## src/rtl/bp_me_trace_pkg.sv

```systemverilog
// Shared types and constants for the ME trace-port arbiter.
// Packet width is derived from the dcache trace fields.
package bp_me_trace_pkg;

  typedef enum logic [1:0] {
    e_run,
    e_drain,
    e_done
  } bp_me_trace_arb_state_e;

  localparam int dcache_opcode_width_gp = 4;
  localparam int paddr_width_gp         = 40;
  localparam int dword_width_gp         = 64;

  function automatic int trace_pkt_width(
    input int op_w,
    input int paddr_w,
    input int data_w
  );
    return op_w + paddr_w + data_w;
  endfunction

  localparam int trace_pkt_width_gp =
    trace_pkt_width(dcache_opcode_width_gp,
                    paddr_width_gp,
                    dword_width_gp);

endpackage

```

## src/rtl/bp_me_trace_arbiter_if.sv

```systemverilog
// Request/response and shared-LCE handshake bundle.
// slave = arbiter view, master = trace nodes + LCE side.
interface bp_me_trace_arbiter_if
  import bp_me_trace_pkg::*;
#(
  parameter int num_req_p    = 4,
  parameter int ring_width_p = trace_pkt_width_gp
);

  logic [num_req_p-1:0]              req_v_i;
  logic [num_req_p*ring_width_p-1:0] req_data_i;
  logic [num_req_p-1:0]              req_yumi_o;
  logic [num_req_p-1:0]              resp_v_o;
  logic [ring_width_p-1:0]           resp_data_o;
  logic [num_req_p-1:0]              resp_ready_i;
  logic                              lce_v_o;
  logic [ring_width_p-1:0]           lce_data_o;
  logic                              lce_ready_i;
  logic                              lce_v_i;
  logic [ring_width_p-1:0]           lce_data_i;
  logic                              lce_yumi_o;

  modport slave (
    input  req_v_i, req_data_i, resp_ready_i,
    input  lce_ready_i, lce_v_i, lce_data_i,
    output req_yumi_o, resp_v_o, resp_data_o,
    output lce_v_o, lce_data_o, lce_yumi_o
  );

  modport master (
    output req_v_i, req_data_i, resp_ready_i,
    output lce_ready_i, lce_v_i, lce_data_i,
    input  req_yumi_o, resp_v_o, resp_data_o,
    input  lce_v_o, lce_data_o, lce_yumi_o
  );

endinterface

```

## src/rtl/bp_me_trace_id_fifo.sv

```systemverilog
// Circular-buffer FIFO of requester ids, in issue order.
// Head is presented combinationally for response routing.
module bp_me_trace_id_fifo
  import bp_me_trace_pkg::*;
#(
  parameter int els_p   = 16,
  parameter int width_p = 2
) (
  input  logic               clk_i,
  input  logic               reset_n_i,
  input  logic               push_i,
  input  logic               pop_i,
  input  logic [width_p-1:0] data_i,
  output logic [width_p-1:0] data_o,
  output logic               full_o,
  output logic               empty_o
);

  localparam int ptr_w_lp = (els_p > 1) ? $clog2(els_p) : 1;
  localparam int cnt_w_lp = $clog2(els_p + 1);

  logic [width_p-1:0]  mem_q [els_p];
  logic [width_p-1:0]  mem_d [els_p];
  logic [ptr_w_lp-1:0] wptr_q, wptr_d;
  logic [ptr_w_lp-1:0] rptr_q, rptr_d;
  logic [cnt_w_lp-1:0] cnt_q, cnt_d;
  logic                push_ok, pop_ok;

  function automatic logic [ptr_w_lp-1:0] nxt(
    input logic [ptr_w_lp-1:0] p
  );
    return (p == ptr_w_lp'(els_p - 1)) ? '0 : p + 1'b1;
  endfunction

  assign full_o  = (cnt_q == cnt_w_lp'(els_p));
  assign empty_o = (cnt_q == '0);
  assign data_o  = mem_q[rptr_q];
  assign push_ok = push_i & ~full_o;
  assign pop_ok  = pop_i & ~empty_o;

  always_comb begin
    mem_d  = mem_q;
    wptr_d = wptr_q;
    rptr_d = rptr_q;
    cnt_d  = cnt_q;
    if (push_ok) begin
      mem_d[wptr_q] = data_i;
      wptr_d        = nxt(wptr_q);
    end
    if (pop_ok)
      rptr_d = nxt(rptr_q);
    unique case ({push_ok, pop_ok})
      2'b10:   cnt_d = cnt_q + 1'b1;
      2'b01:   cnt_d = cnt_q - 1'b1;
      default: cnt_d = cnt_q;
    endcase
  end

  always_ff @(posedge clk_i or negedge reset_n_i) begin
    if (!reset_n_i) begin
      for (int i = 0; i < els_p; i++)
        mem_q[i] <= '0;
      wptr_q <= '0;
      rptr_q <= '0;
      cnt_q  <= '0;
    end else begin
      mem_q  <= mem_d;
      wptr_q <= wptr_d;
      rptr_q <= rptr_d;
      cnt_q  <= cnt_d;
    end
  end

endmodule

```

## src/rtl/bp_me_trace_arbiter.sv

```systemverilog
// Round-robin share of one mock-LCE trace port among trace nodes,
// with per-node credits, in-order response routing and drain/done FSM.
module bp_me_trace_arbiter
  import bp_me_trace_pkg::*;
#(
  parameter int num_req_p         = 4,
  parameter int ring_width_p      = trace_pkt_width_gp,
  parameter int max_outstanding_p = 4,
  parameter int cnt_width_p       = 32
) (
  input  logic                   clk_i,
  input  logic                   reset_n_i,
  bp_me_trace_arbiter_if.slave   io,
  input  logic [num_req_p-1:0]   done_i,
  output logic                   all_done_o,
  output logic [cnt_width_p-1:0] clock_cnt_o,
  output logic [cnt_width_p-1:0] issue_cnt_o,
  output logic                   err_o
);

  localparam int id_w_lp   = (num_req_p > 1) ? $clog2(num_req_p) : 1;
  localparam int cred_w_lp = $clog2(max_outstanding_p + 1);
  localparam int fifo_els_lp = num_req_p * max_outstanding_p;
  localparam logic [cred_w_lp-1:0] max_cred_lp =
    cred_w_lp'(max_outstanding_p);

  bp_me_trace_arb_state_e state_q, state_d;

  logic [id_w_lp-1:0]     rr_q, rr_d;
  logic [cred_w_lp-1:0]   credit_q [num_req_p];
  logic [cred_w_lp-1:0]   credit_d [num_req_p];
  logic [cnt_width_p-1:0] clock_cnt_q, clock_cnt_d;
  logic [cnt_width_p-1:0] issue_cnt_q, issue_cnt_d;
  logic                   err_q, err_d;
  logic                   all_done_q, all_done_d;

  logic [num_req_p-1:0] eligible, grant;
  logic [id_w_lp-1:0]   gidx, head_id;
  logic                 found, issue, pop;
  logic                 fifo_full, fifo_empty;

  always_comb begin
    eligible = '0;
    grant    = '0;
    gidx     = '0;
    found    = 1'b0;
    for (int i = 0; i < num_req_p; i++)
      eligible[i] = reset_n_i & io.req_v_i[i]
                  & (credit_q[i] < max_cred_lp)
                  & ~fifo_full & (state_q == e_run);
    for (int k = 0; k < num_req_p; k++) begin
      if (!found && eligible[(int'(rr_q) + k) % num_req_p]) begin
        found = 1'b1;
        grant[(int'(rr_q) + k) % num_req_p] = 1'b1;
        gidx = id_w_lp'((int'(rr_q) + k) % num_req_p);
      end
    end
  end

  assign issue         = found & io.lce_ready_i;
  assign io.lce_v_o    = found;
  assign io.lce_data_o = found
    ? io.req_data_i[gidx*ring_width_p +: ring_width_p]
    : '0;
  assign io.req_yumi_o = grant & {num_req_p{io.lce_ready_i}};

  // An empty FIFO with a response pending is a stray packet: sink it.
  always_comb begin
    io.resp_v_o = '0;
    if (reset_n_i & io.lce_v_i & ~fifo_empty)
      io.resp_v_o[head_id] = 1'b1;
  end

  assign io.resp_data_o = io.lce_data_i;
  assign pop = reset_n_i & io.lce_v_i & ~fifo_empty
             & io.resp_ready_i[head_id];
  assign io.lce_yumi_o = reset_n_i & io.lce_v_i
                       & (fifo_empty | io.resp_ready_i[head_id]);

  bp_me_trace_id_fifo #(
    .els_p   (fifo_els_lp),
    .width_p (id_w_lp)
  ) u_id_fifo (
    .clk_i     (clk_i),
    .reset_n_i (reset_n_i),
    .push_i    (issue),
    .pop_i     (pop),
    .data_i    (gidx),
    .data_o    (head_id),
    .full_o    (fifo_full),
    .empty_o   (fifo_empty)
  );

  always_comb begin
    for (int i = 0; i < num_req_p; i++) begin
      credit_d[i] = credit_q[i];
      unique case ({issue & grant[i],
                    pop & (head_id == id_w_lp'(i))})
        2'b10:   credit_d[i] = credit_q[i] + 1'b1;
        2'b01:   credit_d[i] = credit_q[i] - 1'b1;
        default: credit_d[i] = credit_q[i];
      endcase
    end
  end

  always_comb begin
    rr_d = rr_q;
    if (issue)
      rr_d = (gidx == id_w_lp'(num_req_p - 1)) ? '0 : gidx + 1'b1;
  end

  always_comb begin
    state_d = state_q;
    unique case (state_q)
      e_run:
        if (&done_i)
          state_d = (fifo_empty & ~issue) ? e_done : e_drain;
      e_drain:
        if (fifo_empty & ~io.lce_v_i)
          state_d = e_done;
      e_done:  state_d = e_done;
      default: state_d = e_run;
    endcase
  end

  always_comb begin
    all_done_d  = (state_d == e_done);
    err_d       = err_q | (io.lce_v_i & fifo_empty);
    clock_cnt_d = clock_cnt_q;
    issue_cnt_d = issue_cnt_q;
    if (state_q != e_done && clock_cnt_q != '1)
      clock_cnt_d = clock_cnt_q + 1'b1;
    if (issue && issue_cnt_q != '1)
      issue_cnt_d = issue_cnt_q + 1'b1;
  end

  always_ff @(posedge clk_i or negedge reset_n_i) begin
    if (!reset_n_i) begin
      state_q     <= e_run;
      rr_q        <= '0;
      for (int i = 0; i < num_req_p; i++)
        credit_q[i] <= '0;
      clock_cnt_q <= '0;
      issue_cnt_q <= '0;
      err_q       <= 1'b0;
      all_done_q  <= 1'b0;
    end else begin
      state_q     <= state_d;
      rr_q        <= rr_d;
      credit_q    <= credit_d;
      clock_cnt_q <= clock_cnt_d;
      issue_cnt_q <= issue_cnt_d;
      err_q       <= err_d;
      all_done_q  <= all_done_d;
    end
  end

  assign all_done_o  = all_done_q;
  assign clock_cnt_o = clock_cnt_q;
  assign issue_cnt_o = issue_cnt_q;
  assign err_o       = err_q;

endmodule
```

## src/flat_wrapper.sv

```systemverilog
// flat-port wrapper written by rule: the top's interface ports become plain ports
module bp_me_trace_arbiter_flat import bp_me_trace_pkg::*;
#(
  parameter int num_req_p         = 4,
  parameter int ring_width_p      = trace_pkt_width_gp,
  parameter int max_outstanding_p = 4,
  parameter int cnt_width_p       = 32
)
  (clk_i, reset_n_i, done_i, all_done_o, clock_cnt_o, issue_cnt_o, err_o, io_req_v_i, io_req_data_i, io_resp_ready_i, io_lce_ready_i, io_lce_v_i, io_lce_data_i, io_req_yumi_o, io_resp_v_o, io_resp_data_o, io_lce_v_o, io_lce_data_o, io_lce_yumi_o);
  bp_me_trace_arbiter_if #(.num_req_p(num_req_p), .ring_width_p(ring_width_p)) io_i ();
  input  logic clk_i;
  input  logic reset_n_i;
  input  logic [num_req_p-1:0] done_i;
  output logic all_done_o;
  output logic [cnt_width_p-1:0] clock_cnt_o;
  output logic [cnt_width_p-1:0] issue_cnt_o;
  output logic err_o;
  input wire logic [$bits(io_i.req_v_i)-1:0] io_req_v_i;
  input wire logic [$bits(io_i.req_data_i)-1:0] io_req_data_i;
  input wire logic [$bits(io_i.resp_ready_i)-1:0] io_resp_ready_i;
  input wire logic [$bits(io_i.lce_ready_i)-1:0] io_lce_ready_i;
  input wire logic [$bits(io_i.lce_v_i)-1:0] io_lce_v_i;
  input wire logic [$bits(io_i.lce_data_i)-1:0] io_lce_data_i;
  output wire logic [$bits(io_i.req_yumi_o)-1:0] io_req_yumi_o;
  output wire logic [$bits(io_i.resp_v_o)-1:0] io_resp_v_o;
  output wire logic [$bits(io_i.resp_data_o)-1:0] io_resp_data_o;
  output wire logic [$bits(io_i.lce_v_o)-1:0] io_lce_v_o;
  output wire logic [$bits(io_i.lce_data_o)-1:0] io_lce_data_o;
  output wire logic [$bits(io_i.lce_yumi_o)-1:0] io_lce_yumi_o;
  assign io_i.req_v_i = io_req_v_i;
  assign io_i.req_data_i = io_req_data_i;
  assign io_i.resp_ready_i = io_resp_ready_i;
  assign io_i.lce_ready_i = io_lce_ready_i;
  assign io_i.lce_v_i = io_lce_v_i;
  assign io_i.lce_data_i = io_lce_data_i;
  assign io_req_yumi_o = io_i.req_yumi_o;
  assign io_resp_v_o = io_i.resp_v_o;
  assign io_resp_data_o = io_i.resp_data_o;
  assign io_lce_v_o = io_i.lce_v_o;
  assign io_lce_data_o = io_i.lce_data_o;
  assign io_lce_yumi_o = io_i.lce_yumi_o;
  bp_me_trace_arbiter #(.num_req_p(num_req_p), .ring_width_p(ring_width_p), .max_outstanding_p(max_outstanding_p), .cnt_width_p(cnt_width_p)) u_core (.clk_i(clk_i), .reset_n_i(reset_n_i), .io(io_i), .done_i(done_i), .all_done_o(all_done_o), .clock_cnt_o(clock_cnt_o), .issue_cnt_o(issue_cnt_o), .err_o(err_o));
endmodule
```

## config.mk

```make
export PLATFORM = sky130hd
export DESIGN_NAME = bp_me_trace_arbiter_flat
export DESIGN_NICKNAME = d
export VERILOG_FILES = /design/src/rtl/bp_me_trace_pkg.sv /design/src/rtl/bp_me_trace_arbiter_if.sv /design/src/rtl/bp_me_trace_id_fifo.sv /design/src/rtl/bp_me_trace_arbiter.sv /design/src/flat_wrapper.sv
export SDC_FILE = /design/constraint.sdc
export NUM_CORES = 1
export LEC_CHECK = 0
export BUFFER_PORTS_ARGS = -buffer_cell sky130_fd_sc_hd__buf_4
export CAP_MARGIN = 15
export CELL_PAD_IN_SITES_DETAIL_PLACEMENT = 1
export CELL_PAD_IN_SITES_GLOBAL_PLACEMENT = 1
export CORE_AREA = 5 5 329 331
export DETAILED_ROUTE_END_ITERATION = 8
export DIE_AREA = 0 0 334 336
export PLACE_DENSITY_LB_ADDON = 0.1
export SLEW_MARGIN = 20
export SYNTH_ARGS = -nofsm -noshare
export SYNTH_HDL_FRONTEND = slang
export SYNTH_SLANG_ARGS = --single-unit
```

## constraint.sdc

```tcl
create_clock -name clk_i -period 6.8 [get_ports clk_i]
set_input_delay 0.34 -clock clk_i [delete_from_list [all_inputs] [get_ports clk_i]]
set_output_delay 0.34 -clock clk_i [all_outputs]
set_load 0.005 [all_outputs]
```

==> flow_summary.toml <==
[status]
status = "completed"

[worst_hold_path]
worstHoldPathType = "in2reg"
min-delay-start = "io_lce_v_i"

[clock_network]
clk_pin_slew_ns = 0.06
cts_resized = 0
clock_latency_ns = 0.44
clkSinkCount = 127
cts_setup_buffers = 0
cts_buffers = 17
cts.path.max_buffers = 2
cts_tree = "built"
cts_root_buf = "clkbuf_16"
cts_max_level = 4

[sta]
slew-limit-headroom_pct = 26.3
period_needed_ns = 5.00
drv_slew = 0
finalSetupTns_ns = 0
setup_violations = 0
rsz0062_at_grt = "false"
max_freq_mhz = 200
hold_viol = 0
fin_skew_ns = 0.0168
period_share_pct = 73.5
tightest_slew_ns = 1.11

[die]
initial_core_util_pct = 11.6
die_y_um = 336
ios = 848
core_area_um2 = 105000
die_area_um2 = 112000
die_w_um = 334
num_rows = 119

[final_layout]
syn_to_final_growth_pct = 48.9
final.fill_count = 12400
multi_input_area_um2 = 7210
seqCellArea_um2 = 3180
stdcell_count = 3241
finalNetCount = 2407
layout-drive-gt1-share_pct = 43.2

[critical_path]
cpLargestDelayFamily = "buffers and inverters"
crit_path_start_kind = "flip-flop"
cpMostUsedCell = "buf_4"
worstSetupPathType = "reg2out"
path_buf_inv = 4
crit_start = "u_core.rr_q[0]$_DFFE_PN0P_"
worstReg2RegStart = "u_core.u_id_fifo.rptr_q[1]$_DFFE_PN0P_"
max_stage_delay_ns = 0.79
slowest_stage = "buf_4"
crit_required_ns = 6.46
crit_arrival_ns = 4.66
critPathMaxFanout = 69
path_cells = "inv_2 -> ha_1 -> a21oi_1 -> o221ai_4 -> buf_4 -> buf_4 -> a31oi_1 -> a211oi_1 -> a211oi_1 -> buf_4"
crit_path_end_kind = "output pin"

[synthesis]
synthArstFlopShare_pct = 100
synthCells = 1371
synth.net_count = 1956
synth_edf_count = 0
ys.flop_type = "dfrtp_1"
syn_area_um2 = 12200
synth_cell_type_count = 58
ys_seq_area_share_pct = 26.1
ys_warn_count = 0
ys_ff_latch = 127
avgSynthCellArea_um2 = 8.89

[global_route]
grt_pass1_wl_um = 124000
antenna_found_initial = 39
grt.overflow.total = 0
grt_pass1_vias = 14000
gr-usage-all-layers_pct = 15.7
grt_max_degree = 162

[routing]
drc = 0
drt_iter0_drc = 429
wirelength_um = 92800
antenna_left = 0
vias = 12900
wire_per_inst_um = 28.6
drtPass1Iterations = 4
vias_per_cell = 3.98

[pwr]
p_total_w = 0.00630
powerDensity_nw_per_um2 = 347
ir_worst_vdd_uv = 223
leakagePower_nw = 7.91

[placed_design]
port-buffer-count = 631
gp_congestion = 0.873
place_inst = 3192
hpwl_um = 76000

[run]
cap_violations = 0
==> path summary, 6_finish.rpt <==
check	end	slack [ns]	cells past startpoint
worst max-delay path	io_lce_data_o[50]	1.80	10
min in group asynchronous	u_core.clock_cnt_o[13]$_DFFE_PN0P_	0.39	2
worst max register to register	u_core.u_id_fifo.cnt_q[4]$_DFFE_PN0P_	2.64	15
max in group asynchronous	u_core.clock_cnt_o[4]$_DFFE_PN0P_	4.78	4
worst min-delay path	u_core.err_o$_DFF_PN0_	0.15	2
worst min register to register	u_core.err_o$_DFF_PN0_	0.47	1
==> per-stage QoR <==
| step | hold WS [ns] | util [%] | worst slack [ns] | instance area, um^2 |
|---|---|---|---|---|
| after floorplan | 0.0444 | - | 3.46 | 12200 |
| after global placement | 0.319 | 16.7 | 1.89 | 17500 |
| after detailed placement | 0.328 | 16.7 | 1.84 | 17500 |
| after CTS | 0.107 | 17.2 | 1.29 | 18100 |
| after global routing | 0.120 | 17.3 | 1.50 | 18100 |
| final | 0.149 | 17.3 | 1.80 | 18200 |
==> placed cells by master (no fill, tap or decap), drive strengths merged, types with 4 or more instances in the layout <==
master and n:
nor4 4, xnor2 49, nor3 18, ha 24, mux4 12, and4 7
a22oi 4, o21ai 18, diode 16, inv 135, a21o 6, nand2b 6
clkinvlp 4, fa 5, o21a 4, nand4 30, and2 13, clkbuf 22
a21oi 13, a211oi 216, nor2 35, mux2 36, clkinv 6, dfrtp 127
nand2 40, buf 650, xor2 32, and3 8, nor2b 9, a31oi 109
mux2i 119, or4 5, nand3 47
==> Yosys cell counts, types with 3 or more instances <==
library cell / count / area, um^2
a211oi_1: 162 / 1220
a211oi_2: 54 / 676
a21o_1: 6 / 45.0
a21oi_1: 13 / 65.1
a22oi_1: 4 / 30.0
a31oi_1: 109 / 682
and2_1: 13 / 81.3
and3_1: 8 / 50.1
and4_1: 7 / 61.3
buf_1: 3 / 11.3
buf_2: 36 / 180
buf_4: 119 / 893
buf_6: 5 / 56.3
clkbuf_1: 55 / 206
dfrtp_1: 127 / 3180
fa_1: 5 / 100
ha_1: 24 / 300
inv_1: 133 / 499
mux2_2: 34 / 383
mux2i_1: 119 / 1190
mux4_2: 12 / 270
nand2_1: 40 / 150
nand2b_1: 6 / 37.5
nand3_1: 47 / 235
nand4_1: 30 / 188
nor2_1: 34 / 128
nor2b_1: 9 / 56.3
nor3_1: 16 / 80.1
nor4_1: 3 / 18.8
o21a_1: 4 / 30.0
o21ai_0: 17 / 85.1
or4_1: 5 / 37.5
xnor2_1: 49 / 429
xor2_1: 32 / 280
==> worst register-to-register path, delay by kind of cell (launching register included) <==
family,cells,cell delay [ns]
AND/OR/NAND/NOR,1,0.07
AO/OA/AOI/OAI,3,0.69
adder cells (fa/ha/maj),2,0.48
flip-flops,1,0.81
buffers and inverters,3,0.26
multiplexers,4,1.44
XOR/XNOR,2,0.31
==> sequential cells by signal (all words and copies together) (netlist names) <==
signal	cells
u_core.u_id_fifo.wptr_q	4
u_core.issue_cnt_o	32
u_core.u_id_fifo.rptr_q	4
u_core.u_id_fifo.cnt_q	5
u_core.u_id_fifo.mem_q	32
u_core.all_done_o	1
u_core.err_o	1
u_core.rr_q	2
u_core.state_q	2
u_core.credit_q	12
u_core.clock_cnt_o	32
==> repair_timing <==
| action | 4_1_cts | 5_1_grt |
|---|---|---|
| endpoints found under the hold margin | 26 | 0 |
| setup endpoints to repair | 0 | 0 |
| hold buffers | 1 | 0 |
==> cell type report <==
class                      count  share of cell area, %
sequential                   127                   17.5
clock buffer                  22                   2.61
antenna                       16                  0.221
timing repair buffer         651                   27.2
inverter                     136                   2.81
multi-input combinational    889                   39.7
tap                         1391                   9.59
clock inverter                 9                  0.345
==> per-layer routing <==
layer	vias up	share of wire (%)	wire (um)	track usage [%]
met5	-	0.92	854	4.76
met4	22	1.2	1120	2.68
met3	85	11	10300	8.05
met2	580	48	45000	26.7
met1	6364	38	35600	17.5
li1	5838	-	-	-
==> where the power goes <==
group	leakage, nW	switching (W)	internal (W)
Combinational	5.96	0.00264	0.00164
Clock	0.254	0.000376	0.000491
Sequential	1.69	0.000228	0.000929
Total	7.91	0.00325	0.00306
==> cells by family (layout without fill, tap and decap cells) <==
kind of cell	Yosys count	in the layout	share of synthesized area, %
AOI/OAI and AO/OA	383	383	24.2
xor gates and xnor gates	81	81	5.82
adders and majority gates	29	29	3.28
buffers and inverters	355	818	15.3
DFF	127	127	26.1
muxes	167	167	15.3
other	0	16	0
and+or+nand+nor	229	229	10.0
(Power assumes the default switching activity.)
